--- src/rtl/riscv_defs_pkg.sv ---
// Shared fetch-path definitions: reset vector, fetch entry record, fetch FSM states.
// S_HALT exists only when FETCH_MISALIGN_TRAP_EN is defined.
package riscv_defs_pkg;

   localparam int XLEN = 32;
   localparam logic [XLEN-1:0] RESET_VECTOR = 32'h0000_0000;

   typedef struct packed {
      logic [XLEN-1:0] pc;
      logic [XLEN-1:0] instruction;
   } fetch_entry_t;

`ifdef FETCH_MISALIGN_TRAP_EN
   typedef enum logic [1:0] {S_BOOT, S_RUN, S_HALT} fetch_state_t;
`else
   typedef enum logic [1:0] {S_BOOT, S_RUN} fetch_state_t;
`endif

endpackage

--- src/rtl/sync_fifo.sv ---
// Small synchronous FIFO with combinational head, synchronous clear and occupancy count.
// Used as the instruction buffer and as the in-order pending-PC queue of the fetch unit.
module sync_fifo #(
   parameter int WIDTH = 32,
   parameter int DEPTH = 2,
   parameter int CW    = $clog2(DEPTH + 1)
) (
   input  logic             clk,
   input  logic             rst,
   input  logic             clear,
   input  logic             push,
   input  logic             pop,
   input  logic [WIDTH-1:0] data_in,
   output logic [WIDTH-1:0] data_out,
   output logic [CW-1:0]    count
);

   localparam int AW = (DEPTH > 1) ? $clog2(DEPTH) : 1;

   logic [WIDTH-1:0] mem [DEPTH];
   logic [AW-1:0]    rd_ptr;
   logic [AW-1:0]    wr_ptr;
   logic             empty;
   logic             full;
   logic             do_pop;
   logic             do_push;

   assign empty    = (count == '0);
   assign full     = (count == CW'(DEPTH));
   assign do_pop   = pop & !empty;
   // a push into a full buffer is fine when the head leaves in the same cycle
   assign do_push  = push & (!full | do_pop);
   assign data_out = mem[rd_ptr];

   always_ff @(posedge clk or posedge rst) begin
      if (rst) begin
         rd_ptr <= '0;
         wr_ptr <= '0;
         count  <= '0;
         for (int i = 0; i < DEPTH; i++) mem[i] <= '0;
      end else if (clear) begin
         rd_ptr <= '0;
         wr_ptr <= '0;
         count  <= '0;
      end else begin
         if (do_push) begin
            mem[wr_ptr] <= data_in;
            wr_ptr      <= wr_ptr + AW'(1);
         end
         if (do_pop) rd_ptr <= rd_ptr + AW'(1);
         count <= count + CW'(do_push) - CW'(do_pop);
      end
   end

   assert property (@(posedge clk) disable iff (rst) !(push && full && !pop && !clear));

endmodule

--- src/rtl/fetch_unit.sv ---
// Instruction fetch stage: sequential PC generation, in-order memory requests, buffered hand-off to decode.
// Optional FETCH_MISALIGN_TRAP_EN adds o_misaligned and halts fetch on a misaligned redirect target.
//
// state  | meaning
// S_BOOT | one idle cycle after reset, no request
// S_RUN  | normal fetch
// S_HALT | misaligned redirect seen, fetch stopped (FETCH_MISALIGN_TRAP_EN only)
module fetch_unit
   import riscv_defs_pkg::*;
#(
   parameter int                 NB_WORD    = 32,
   parameter int                 NB_ADDR    = 32,
   parameter logic [NB_ADDR-1:0] RESET_ADDR = NB_ADDR'(RESET_VECTOR),
   parameter int                 FIFO_DEPTH = 2
) (
   input  logic               i_clock,
   input  logic               i_reset,
   output logic               o_imem_req,
   output logic [NB_ADDR-1:0] o_imem_addr,
   input  logic               i_imem_gnt,
   input  logic               i_imem_rvalid,
   input  logic [NB_WORD-1:0] i_imem_rdata,
   input  logic               i_branch_taken,
   input  logic [NB_ADDR-1:0] i_branch_addr,
   input  logic               i_flush,
   output logic               o_valid,
   input  logic               i_ready,
   output logic [NB_ADDR-1:0] o_pc,
   output logic [NB_WORD-1:0] o_instruction
`ifdef FETCH_MISALIGN_TRAP_EN
   ,output logic              o_misaligned
`endif
);

   localparam int CW = $clog2(FIFO_DEPTH + 1);
   localparam int EW = NB_ADDR + NB_WORD;

   fetch_state_t       state;
   fetch_state_t       state_next;
   logic [NB_ADDR-1:0] fetch_pc;
   logic [NB_ADDR-1:0] pend_pc;
   logic [NB_ADDR-1:0] target;
   logic [CW-1:0]      buf_count;
   logic [CW-1:0]      pend_count;
   logic [CW-1:0]      drop_cnt;
   logic [CW:0]        occupancy;
   logic [EW-1:0]      buf_out;
   logic               redirect;
   logic               pop;
   logic               fire;
   logic               resp_keep;

   assign redirect  = i_flush & i_branch_taken;
   assign target    = i_branch_addr & ~NB_ADDR'(3);
   assign pop       = o_valid & i_ready & !i_flush;
   assign fire      = o_imem_req & i_imem_gnt;
   assign resp_keep = i_imem_rvalid & (drop_cnt == '0) & !i_flush;

   // the pending queue holds exactly the outstanding requests, so its count is the outstanding counter;
   // a slot vacated by this cycle's pop counts as free so a 1-cycle memory sustains one instruction per cycle
   assign occupancy = (CW+1)'(buf_count) + (CW+1)'(pend_count) - (CW+1)'(pop);

   assign o_imem_addr   = fetch_pc;
   assign o_valid       = (buf_count != '0);
   assign o_pc          = buf_out[NB_WORD +: NB_ADDR];
   assign o_instruction = buf_out[NB_WORD-1:0];

`ifdef FETCH_MISALIGN_TRAP_EN
   logic misaligned_redirect;
   assign misaligned_redirect = redirect & (i_branch_addr[1:0] != 2'b00);
`endif

   always_ff @(posedge i_clock or posedge i_reset) begin
      if (i_reset) state <= S_BOOT;
      else         state <= state_next;
   end

   always_comb begin
      state_next = state;
      case (state)
         S_BOOT: state_next = S_RUN;
`ifdef FETCH_MISALIGN_TRAP_EN
         S_HALT: if (redirect) state_next = S_RUN;
`endif
         default: state_next = state;
      endcase
`ifdef FETCH_MISALIGN_TRAP_EN
      if (misaligned_redirect) state_next = S_HALT;
`endif
   end

   always_comb begin
      o_imem_req = (state == S_RUN) & !i_flush & (occupancy < (CW+1)'(FIFO_DEPTH));
`ifdef FETCH_MISALIGN_TRAP_EN
      o_misaligned = (state == S_HALT);
`endif
   end

   always_ff @(posedge i_clock or posedge i_reset) begin
      if (i_reset) begin
         fetch_pc <= RESET_ADDR;
         drop_cnt <= '0;
      end else if (i_flush) begin
         if (i_branch_taken) fetch_pc <= target;
         // a response arriving in the flush cycle is already discarded, so it is not counted again
         drop_cnt <= pend_count - CW'(i_imem_rvalid);
      end else begin
         if (fire) fetch_pc <= fetch_pc + NB_ADDR'(4);
         if (i_imem_rvalid && drop_cnt != '0) drop_cnt <= drop_cnt - CW'(1);
      end
   end

   sync_fifo #(.WIDTH(NB_ADDR), .DEPTH(FIFO_DEPTH), .CW(CW)) u_pending (
      .clk      (i_clock),
      .rst      (i_reset),
      .clear    (1'b0),
      .push     (fire),
      .pop      (i_imem_rvalid),
      .data_in  (fetch_pc),
      .data_out (pend_pc),
      .count    (pend_count)
   );

   sync_fifo #(.WIDTH(EW), .DEPTH(FIFO_DEPTH), .CW(CW)) u_ibuf (
      .clk      (i_clock),
      .rst      (i_reset),
      .clear    (i_flush),
      .push     (resp_keep),
      .pop      (pop),
      .data_in  ({pend_pc, i_imem_rdata}),
      .data_out (buf_out),
      .count    (buf_count)
   );

endmodule

--- config.mk ---
export PLATFORM = sky130hd
export DESIGN_NAME = fetch_unit
export DESIGN_NICKNAME = d
export VERILOG_FILES = /design/src/rtl/riscv_defs_pkg.sv /design/src/rtl/sync_fifo.sv /design/src/rtl/fetch_unit.sv
export SDC_FILE = /design/constraint.sdc
export NUM_CORES = 1
export LEC_CHECK = 0
export ABC_CLOCK_PERIOD_IN_PS = 6540
export BUFFER_PORTS_ARGS = -buffer_cell sky130_fd_sc_hd__buf_2
export CAP_MARGIN = 20
export CORE_ASPECT_RATIO = 0.8
export CORE_MARGIN = 2
export CORE_UTILIZATION = 40
export DETAILED_ROUTE_END_ITERATION = 16
export GPL_ROUTABILITY_DRIVEN = 0
export SLEW_MARGIN = 20
export SYNTH_ARGS = -nofsm -noshare
export SYNTH_HDL_FRONTEND = slang
export SYNTH_SLANG_ARGS = --single-unit
--- constraint.sdc ---
create_clock -name i_clock -period 6.54 [get_ports i_clock]
set_clock_uncertainty 0.1 [all_clocks]
set_input_delay 0.327 -clock i_clock [delete_from_list [all_inputs] [get_ports i_clock]]
set_output_delay 0.327 -clock i_clock [all_outputs]
set_load 0.02 [all_outputs]
=== After elaboration in Yosys (flattened, before gate mapping) ===
Cells that the tools add are included.
W data, S select, Z words.

* Word-level logic and storage cells: 96
* Register bits: 235
* Input bits: 71
* Output and inout bits: 98

* Muxes and demuxes: 22
* Bitwise logic cells: 18
* Equal/unequal tests: 3
* Add/subtract/negate cells: 13
* $lt $le $gt $ge: 7
* Reduce and logical (&&, ||, !) cells: 20

{| class="wikitable"
|+ Operators by type and width
! kind !! number
|-
| $mux W64 || 4
|-
| $mux W32 || 7
|-
| $bwmux W128 || 1
|-
| $bwmux W64 || 1
|-
| $demux W64 S1 || 1
|-
| $add A32 B3 Y32 const B || 1
|-
| $demux W32 S1 || 1
|-
| $reduce_bool A2 Y1 || 6
|-
| $and A1 B1 Y1 || 11
|-
| $ge A2 B2 Y1 const B || 4
|-
| $logic_not A2 Y1 || 4
|-
| $not A1 Y2 || 4
|-
| $mux W2 || 3
|-
| $sub A2 B1 Y2 || 3
|-
| $logic_not A1 Y1 || 5
|-
| $add A1 B1 Y1 const B || 4
|-
| $add A2 B1 Y2 || 2
|-
| $eq A2 B2 Y1 const B || 2
|-
| $lt A2 B1 Y1 const B || 2
|-
| $mux W1 || 4
|-
| $reduce_and A2 Y1 || 2
|-
| $add A2 B2 Y3 || 1
|-
| $logic_and A1 B1 Y1 || 3
|-
| $lt A3 B2 Y1 const B || 1
|-
| other kinds (5) || 6
|}

=== Logic depth before layout (Yosys ltp) ===
Gate-level depths: netlist (run 1).

* Word-level depth: 10
* Depth in mapped cells: 13
* Mapped depth without buffers: 13

=== By module ===
A second synthesis (run 1) with hierarchy kept.

* Cell total of the unflattened synthesis: 828
* Area, all modules: 11,355.9 sq um

{| class="wikitable"
|+ Modules (own cells, without submodules)
! module !! cells each !! seq. area each (sq um) !! area each (sq um) !! times used
|-
| sync_fifo at u_ibuf || 364 || 3,303.2 || 5,973.2 || 1
|-
| sync_fifo at u_pending || 194 || 1,701.6 || 3,100.5 || 1
|-
| fetch_unit || 270 || 825.8 || 2,282.2 || 1
|}

=== Worst setup path after synthesis (run 1) ===
Ideal clock, no wire load.

* Kind: input -> register
* Start: input port i_flush
* End: register u_pending.mem[34] in the netlist's numbering
* Buffers on the path: 4
* Stages: 12
* Setup slack: 3.284 ns
* Arrival: 3.029 ns
* Data required time: 6.312 ns
* Setup time: 0.128 ns
* Cell sequence: buf_2 -> buf_2 -> buf_1 -> nor2_1 -> ha_1 -> nand2b_1 -> fa_1 -> nand4b_4 -> nand2b_4 -> nor3_2 -> buf_2 -> mux2_1

* Longest elaborated chain between the ends: 7
* Elaborated cells on any way between the ends: 8
* Classes of those cells: 1 x add/sub; 1 x order compare; 5 x bitwise; 1 x reduce/logical

{| class="wikitable"
|+ Ends and longest elaborated chain
! what !! RTL line !! source
|-
| start: declaration || fetch_unit.sv:25 || <nowiki>input logic i_flush,</nowiki>
|-
| $logic_not A1 Y1 (*) || fetch_unit.sv:55, fetch_unit.sv:93 ||
|-
| $and A1 B1 Y1 || fetch_unit.sv:55 || <nowiki>assign pop = o_valid & i_ready & !i_flush;</nowiki>
|-
| $sub A3 B1 Y3 || fetch_unit.sv:61 || <nowiki>assign occupancy = (CW+1)'(buf_count) + (CW+1)'(pend_count) - (CW+1)'(pop);</nowiki>
|-
| $lt A3 B2 Y1 || fetch_unit.sv:93 || <nowiki>o_imem_req = (state == S_RUN) & !i_flush & (occupancy < (CW+1)'(FIFO_DEPTH));</nowiki>
|-
| $and A1 B1 Y1 (*) || fetch_unit.sv:93 ||
|-
| $and A1 B1 Y1 (*) || fetch_unit.sv:56 || <nowiki>assign fire = o_imem_req & i_imem_gnt;</nowiki>
|-
| $and A1 B1 Y1 (*) || sync_fifo.sv:32 || <nowiki>assign do_push = push & (!full | do_pop);</nowiki>
|-
| end signal: indexed assignment || sync_fifo.sv:47 || <nowiki>mem[wr_ptr] <= data_in;</nowiki>
|-
| end: declaration || sync_fifo.sv:20 || <nowiki>logic [WIDTH-1:0] mem [DEPTH];</nowiki>
|}

Mark *: on every way between the ends. The rest lies on a longest branch, timed or not.
A chain may end at the register's enable or synchronous reset.

=== Worst setup path in the final report (run 1) ===
* Start: register u_ibuf.count[0]
* End: register u_pending.mem[41] in the netlist's numbering

* Longest elaborated chain between the ends: 8
* Elaborated cells on any way between the ends: 9
* Classes of those cells: 2 x add/sub; 1 x order compare; 5 x bitwise; 1 x reduce/logical

{| class="wikitable"
|+ Ends and longest elaborated chain
! what !! RTL line !! source
|-
| start: declaration || sync_fifo.sv:15 || <nowiki>output logic [CW-1:0] count</nowiki>
|-
| start signal: assignment || sync_fifo.sv:51 || <nowiki>count <= count + CW'(do_push) - CW'(do_pop);</nowiki>
|-
| $reduce_bool A2 Y1 || fetch_unit.sv:64 || <nowiki>assign o_valid = (buf_count != '0);</nowiki>
|-
| $and A1 B1 Y1 (2 in a row) || fetch_unit.sv:55 ||
|-
| $sub A3 B1 Y3 (*) || fetch_unit.sv:61 ||
|-
| $lt A3 B2 Y1 (*) || fetch_unit.sv:93 ||
|-
| $and A1 B1 Y1 (*) || fetch_unit.sv:93 ||
|-
| $and A1 B1 Y1 (*) || fetch_unit.sv:56 ||
|-
| $and A1 B1 Y1 (*) || sync_fifo.sv:32 ||
|}

Marks and branches as above.

==> results of run 1 <==
## flip-flops by register name (all words and copies together) (netlist names)
| register | flops |
|---|---|
| o_imem_addr | 30 |
| u_pending.wr_ptr | 1 |
| u_pending.mem | 60 |
| u_ibuf.count | 2 |
| u_pending.count | 2 |
| state | 1 |
| u_ibuf.mem | 124 |
| u_pending.rd_ptr | 1 |
| u_ibuf.wr_ptr | 1 |
| u_ibuf.rd_ptr | 1 |
| drop_cnt | 2 |
## per-stage QoR
step / std cells / setup WS (ps)
final: 1435 / 2750
after global routing: 1435 / 2470
after CTS: 1434 / 2700
after detailed placement: 1350 / 2390
after global placement: 1350 / 2430
after floorplan: 885 / 3170
## tightest hold or removal path, cell delays in order
cell    delay, ps
buf_2         110
nor2_1         90
nor3_1         60
## per-layer routing
metal,track usage [%],routed length (microns),up-vias
li1,-,-,3511
met3,3.37,1220,35
met5,0,0,-
met1,26.5,12000,3587
met4,4.17,511,0
met2,27.6,10700,169
## final timing paths
kind	depth (start not counted)	start	slack, ps	endpoint
min in group asynchronous	3	i_reset	310	u_ibuf.mem[56]
hold / removal	3	i_branch_addr[17]	20	o_imem_addr[17]
setup / recovery	12	u_ibuf.count[0]	2750	u_pending.mem[41]
hold reg to reg	2	u_ibuf.mem[53]	380	u_ibuf.mem[53]
max in group asynchronous	5	i_reset	4530	u_pending.mem[40]
setup reg to reg	12	u_ibuf.count[0]	2750	u_pending.mem[41]
## kinds of logic (layout without fill, tap and decap cells)
family                   after synthesis  count (layout)  share of synthesized area [%]
other                                  2               5                         0.0715
XOR/XNOR                              11              11                          0.917
AND/OR/NAND/NOR                      184             184                           8.91
flip-flops                           225             225                           53.6
AO/OA/AOI/OAI                        152             152                           8.52
adder cells (fa/ha/maj)               10              10                           1.26
buffers and inverters                 78             271                           3.55
multiplexers                         220             220                           23.2
## what timing repair did
| action | 4_1_cts | 5_1_grt |
|---|---|---|
| hold buffers | 41 | 0 |
| hold endpoints to repair | 112 | 0 |
| buffers inserted | 0 | 0 |
## power groups by stage
stage	Combinational [W]	Clock [W]	Sequential [W]
floorplan	0.00151	0	0.00230
global route	0.00218	0.00154	0.00251
detailed placement	0.00198	0	0.00244
finish	0.00198	0.00145	0.00242
global placement	0.00195	0	0.00242
CTS	0.00201	0.00149	0.00242
## placed cells by master, fill, tap and decap left out, types with 3 or more instances in the layout
master / netlist / routed
a31oi_1: 7 / 7
clkbuf_16: 0 / 25
o21a_1: 5 / 5
mux2i_1: 34 / 34
mux2_2: 96 / 96
mux2_1: 90 / 90
clkbuf_8: 0 / 3
a211oi_1: 3 / 3
o21ai_1: 4 / 3
buf_4: 4 / 10
clkinv_2: 0 / 5
inv_1: 13 / 12
buf_2: 28 / 162
and4_1: 7 / 7
conb_1: 2 / 5
nor3_1: 11 / 11
nand3_1: 18 / 18
nand4_1: 6 / 6
and3_1: 3 / 3
nor3_2: 4 / 3
xor2_1: 5 / 5
o22a_1: 4 / 4
a21oi_1: 53 / 53
nor2_1: 55 / 55
nand2_1: 56 / 55
clkbuf_1: 18 / 5
ha_1: 9 / 9
dfrtp_1: 225 / 223
xnor2_1: 6 / 6
nand2b_1: 4 / 4
o21ai_0: 50 / 50
o211ai_1: 4 / 4
dlygate4sd3_1: 0 / 41
bufinv_16: 0 / 4
## cell type report
class	count	share of cell area (%)
clock buffer	33	5.34
clock inverter	10	1.20
inverter	14	0.438
multi-input combinational	582	35.4
sequential	225	43.9
tap	357	3.48
timing repair buffer	214	10.3
==> metrics.md, run 1 <==
| Metric | Value |
|---|---|
| Clock root buffer | clkbuf_16 |
| Critical path required time | 6830 ps |
| Vias | 7302 |
| DR pass1 iterations | 4 |
| Logic gate share of total power | about a third |
| Status | complete, no violations |
| Power density cells | 454 nW/um^2 |
| Syn_area_per_cell | 11.9 sq um |
| Slew HR | ~29% |
| Sw Ratio | between 30% and 40% |
| Hold_ws | between 20 and 25 ps |
| Flop pwr share | 41.4% |
| Overall power | 0.00584 W |
| Grt total ovfl | 0 |
| CP cell instances | inv_1 > nand2_1 > nand2_1 > nor2_1 > ha_1 > nand2b_1 > fa_1 > nand4b_4 > nand2b_4 > nor3_4 > buf_4 > mux2_1 |
| Post-synth top flop | dfrtp_1 |
| Worst slew pin tran | 1060 ps |
| Total core area | 26100 sq um |
| Via density | 5.09 |
| RSZ-0062 raised after global routing | false |
| WL/cell | 17.0 microns |
| Most common library cells after synthesis | dfrtp_1 (225), mux2_2 (96), mux2_1 (90), nand2_1 (56), nor2_1 (55) |
| Power Internal | 0.00377 W |
| Fillers | 2390 |
| GRT Resource Usage Total | 18.0% |
| Num rows | 53 |
| Post-synth top area share | approximately 54% |
| Slowest library cell on the worst path | nor3_4 |
| Min-delay worst type | in2reg |
| Largest cells by area after synthesis | dfrtp_1 (54%), mux2_2 (10%), mux2_1 (9.6%) |
| CTS tree | yes |
| Slowest stage delay, CP | 720 ps |
| Slew Viols, Final | 0 |
| Crit. End Element | register |
| Drt total wl | about 24 mm |
| Post-layout net count | 1142 |
| Post-synthesis sequential area ratio | between 50% and 60% |
| Post-cts repair resize count | 0 |
| Critical path's most frequent cell | nand2_1 |
| Vias in the first global route | between 7000 and 8000 |
| Number of max-cap violations | 0 |
| Most frequent cell after synthesis | dfrtp_1 |
| Register area | 5630 sq um |
| Total CTS buffers | 24 |
| Post-layout util | 49.3% |
| Area after DPL | 11600 sq um |
| Chip Width | 185 microns |
| Fmax | 264 MHz |
| CTS H-tree depth | 1 |
| Yosys warnings | 0 |
| Multi-input logic area | 4540 sq um |
| I/O Pins | 169 |
| DIE HEIGHT | 149 microns |
| Final min period | 3790 ps |
| Remaining DRCs | 0 |
| First-pass GRT wire length | 39.2 mm |
| Initial antenna violation count | 0 |
| FF+latch count, synth | 225 |
| Period utilization | between 50% and 60% |
| Maximum VDD drop | 0.207 mV |
| Ys async rst share | 100% |
| Post-synth EDFFs | 0 |
| Layout cell share with drive strength beyond 1 | 30.6% |
| Arr. time, crit path | 4080 ps |
| Post-synth cell types | 63 |
| Area Growth Syn to Fin | 22.3% |
| CTS Sinks | 225 |
| Clock power share | 24.8% |
| CTS Buffer Depth | 3 |
| LEAKAGE | about 5.9 nW |
| Leading area contributor after synthesis | dfrtp_1 |
| CP delay by family, top | simple AND/OR/NAND/NOR gates |
| Ant. Diodes | 0 |
| Worst-path fanout max | 16 |
| Port Buffer Count | 162 |
| Cells after Synth | just under 900 |
| Clock transition at path regs | approximately 60 ps |
| Detail Route Antenna Nets | 0 |
| Net Sw Power | approximately 0.0021 W |
| First DRT Iteration DRCs | 423 |
| Later-pin clock latency in the skew report | 510 ps |
| Largest net degree at the start of global routing | between 70 and 80 |
| Final hold violations | 0 |
| Critical Path Source Type | register |
| Setup TNS | 0 ps |
| Die ar. | 27600 sq um |
| Design Area, Final | 12800 sq um |
| Detailed placement HPWL | 16.3 mm |
| Critical path class | reg2reg |
| Cell area after synthesis | 10500 sq um |
| Initial Utilization | 40.3% |
| Final setup viols | 0 |
| CP bufs+invs | 2 |
No activity file was read; power rests on OpenSTA's default activity.
==> run 2: changes to the inputs <==
ABC_CLOCK_PERIOD_IN_PS = 3300   (was 6540)
clock period = 3.3 ns   (was 6.54 ns; I/O delays follow)
==> metrics.md, run 2 (synthesis gave the netlist of run 1 again) <==
| Metric | Value |
|---|---|
| Commonest non-fill, non-tap cell in the layout | dfrtp_1 |
| Critical path required time | 3610 ps |
| Worst Reg-to-Reg Cells | 14 |
| Min-delay worst type | in2reg |
| Initial antenna violation count | 0 |
| Port Buffer Count | 162 |
| Setup TNS | 0 ps |
| Clock transition at path regs | 60 ps |
| Drt total wl | between 20 and 30 mm |
| Reg-to-reg startpoint | u_ibuf.count[1] |
| Worst-path fanout max | 6 |
| WL/cell | 17.2 microns |
| RR Endpoint | o_imem_addr[10] |
| Largest register by flop count | u_ibuf.mem |
| Max FFs per register | 124 |
| Worst slew pin tran | 1070 ps |
| DIE HEIGHT | 149 microns |
| CTS Sinks | 225 |
| Post-layout net count | 1176 |
| First DRT Iteration DRCs | 445 |
| Total core area | 26100 sq um |
| RSZ-0062 raised after global routing | false |
| First-pass GRT wire length | 41.1 mm |
| Commonest non-fill, non-tap cells in the layout | dfrtp_1 (223), buf_2 (162), mux2_2 (96), mux2_1 (90), dlygate4sd3_1 (66) |
| Status | complete, no violations |
| Final min period | 3160 ps |
| Later-pin clock latency in the skew report | 520 ps |
| Final hold violations | 0 |
| Hold_ws | 70.6 ps |
| Arr. time, crit path | 3470 ps |
| GRT Resource Usage Total | 18.8% |
| Grt total ovfl | 0 |
| Remaining DRCs | 0 |
| Worst hold start | i_branch_taken |
| WHS Endpoint | o_imem_addr[9] |
| Final cell count without fillers | 1470 |
| CTS tree | yes |
| Via density | 5.12 |
| Overall power | 0.0115 W |
| Num rows | between 50 and 60 |
| # Post-CTS Setup Buffers | 0 |
| Critical Path Source Type | register |
| Crit. End Element | register |
| Clock root buffer | clkbuf_16 |
| Initial Utilization | 40.3% |
| Vias | 7524 |
| Detailed placement HPWL | about 17 mm |
| Slew Viols, Final | 0 |
| Area Growth Syn to Fin | 25.3% |
| Fmax | around 320 MHz |
| Ant. Diodes | 0 |
| Setup WS post-layout | 144 ps |
| Period utilization | 95.6% |
| Detail Route Antenna Nets | 0 |
| Maximum VDD drop | 0.547 mV |
| Slew HR | 28.9% |
| Number of max-cap violations | 0 |
| Hold Path Depth | 3 |
| Critical path class | reg2reg |
| Total CTS buffers | 25 |
| R2r setup slk | between 100 and 150 ps |
| Vias in the first global route | 7563 |
| CTS H-tree depth | 1 |
| LEAKAGE | slightly above 6 nW |
| Largest net degree at the start of global routing | 77 |
| Critical Path Source | u_ibuf.count[1] |
| I/O Pins | 169 |
| DR pass1 iterations | 4 |
| Power density cells | 873 nW/um^2 |
| Final setup viols | 0 |
| CTS Buffer Depth | 3 |
| Placed Cells incl. Taps | 1359 |
| Die ar. | 27600 sq um |
| DP Worst Slack | 194 ps |
| Chip Width | 185 microns |
| Layout cell share with drive strength beyond 1 | 30.7% |
run 2: changes by cell type in the layout (fill, tap and decap cells not counted), moves of 2 or more:
cell | before | now
dlygate4sd3_1 | 41 | 66
buf_12 | 0 | 6
bufinv_16 | 4 | 0
clkbuf_8 | 3 | 7
buf_4 | 10 | 12
run 2: layer usage:
layer  up-vias  track usage (%)  share of wire (%)
li1       3582                -                  -
met1      3710             26.5                 47
met2       196             29.5                 45
met3        36             4.47                6.3
met4         0             4.76                2.1
met5         -                0                  0
run 2: layout make-up:
cell class              instances  area, sq um
fillers                      2387        12900
inverters                      14         56.3
flip-flops and latches        225         5630
clock inverters                 7         41.3
multi-input cells             582         4550
well taps                     357          447
repair buffers                247         1690
clock buffers                  38          744
run 2: what timing repair did:
action / in CTS / in global routing
gates resized for setup: 0 / 6
endpoints found under the hold margin: 127 / 0
hold buffers: 66 / 0
setup endpoints to repair: 0 / 1
run 2: worst max-delay path, cell delays in order (launching register included):
cell	delay, ps
dfrtp_1	390
inv_1	90
nand2_1	80
nand2_2	90
nor2_1	50
ha_1	260
nand2b_1	160
fa_2	380
xnor2_2	210
nor2_4	70
buf_6	140
or3_1	310
o221ai_1	80
dlygate4sd3_1	580
nor2_1	50
run 2: worst max-delay path by stage:
stage | cells past startpoint | slack (ps) | to
after floorplan | 1 | 100 | drop_cnt[0]
after global placement | 12 | 260 | u_pending.mem[37]
after detailed placement | 12 | 190 | u_pending.mem[36]
after CTS | 14 | 20 | o_imem_addr[10]
after global routing | 14 | 10 | o_imem_addr[10]
final | 14 | 140 | o_imem_addr[10]
run 2: where the power goes:
part	internal [W]	total (W)	leakage [nW]	switching [W]
clock	0.00155	0.00267	0.390	0.00112
combinational	0.00189	0.00402	2.86	0.00213
sequential	0.00389	0.00480	2.83	0.000916
run 2: stage by stage:
stage	area (sq um)	utilization, %
2_1_floorplan	10500	-
3_3_place_gp	11700	44.9
3_5_place_dp	11700	44.9
4_1_cts	13100	50.4
5_1_grt	13200	50.5
6_report	13200	50.5
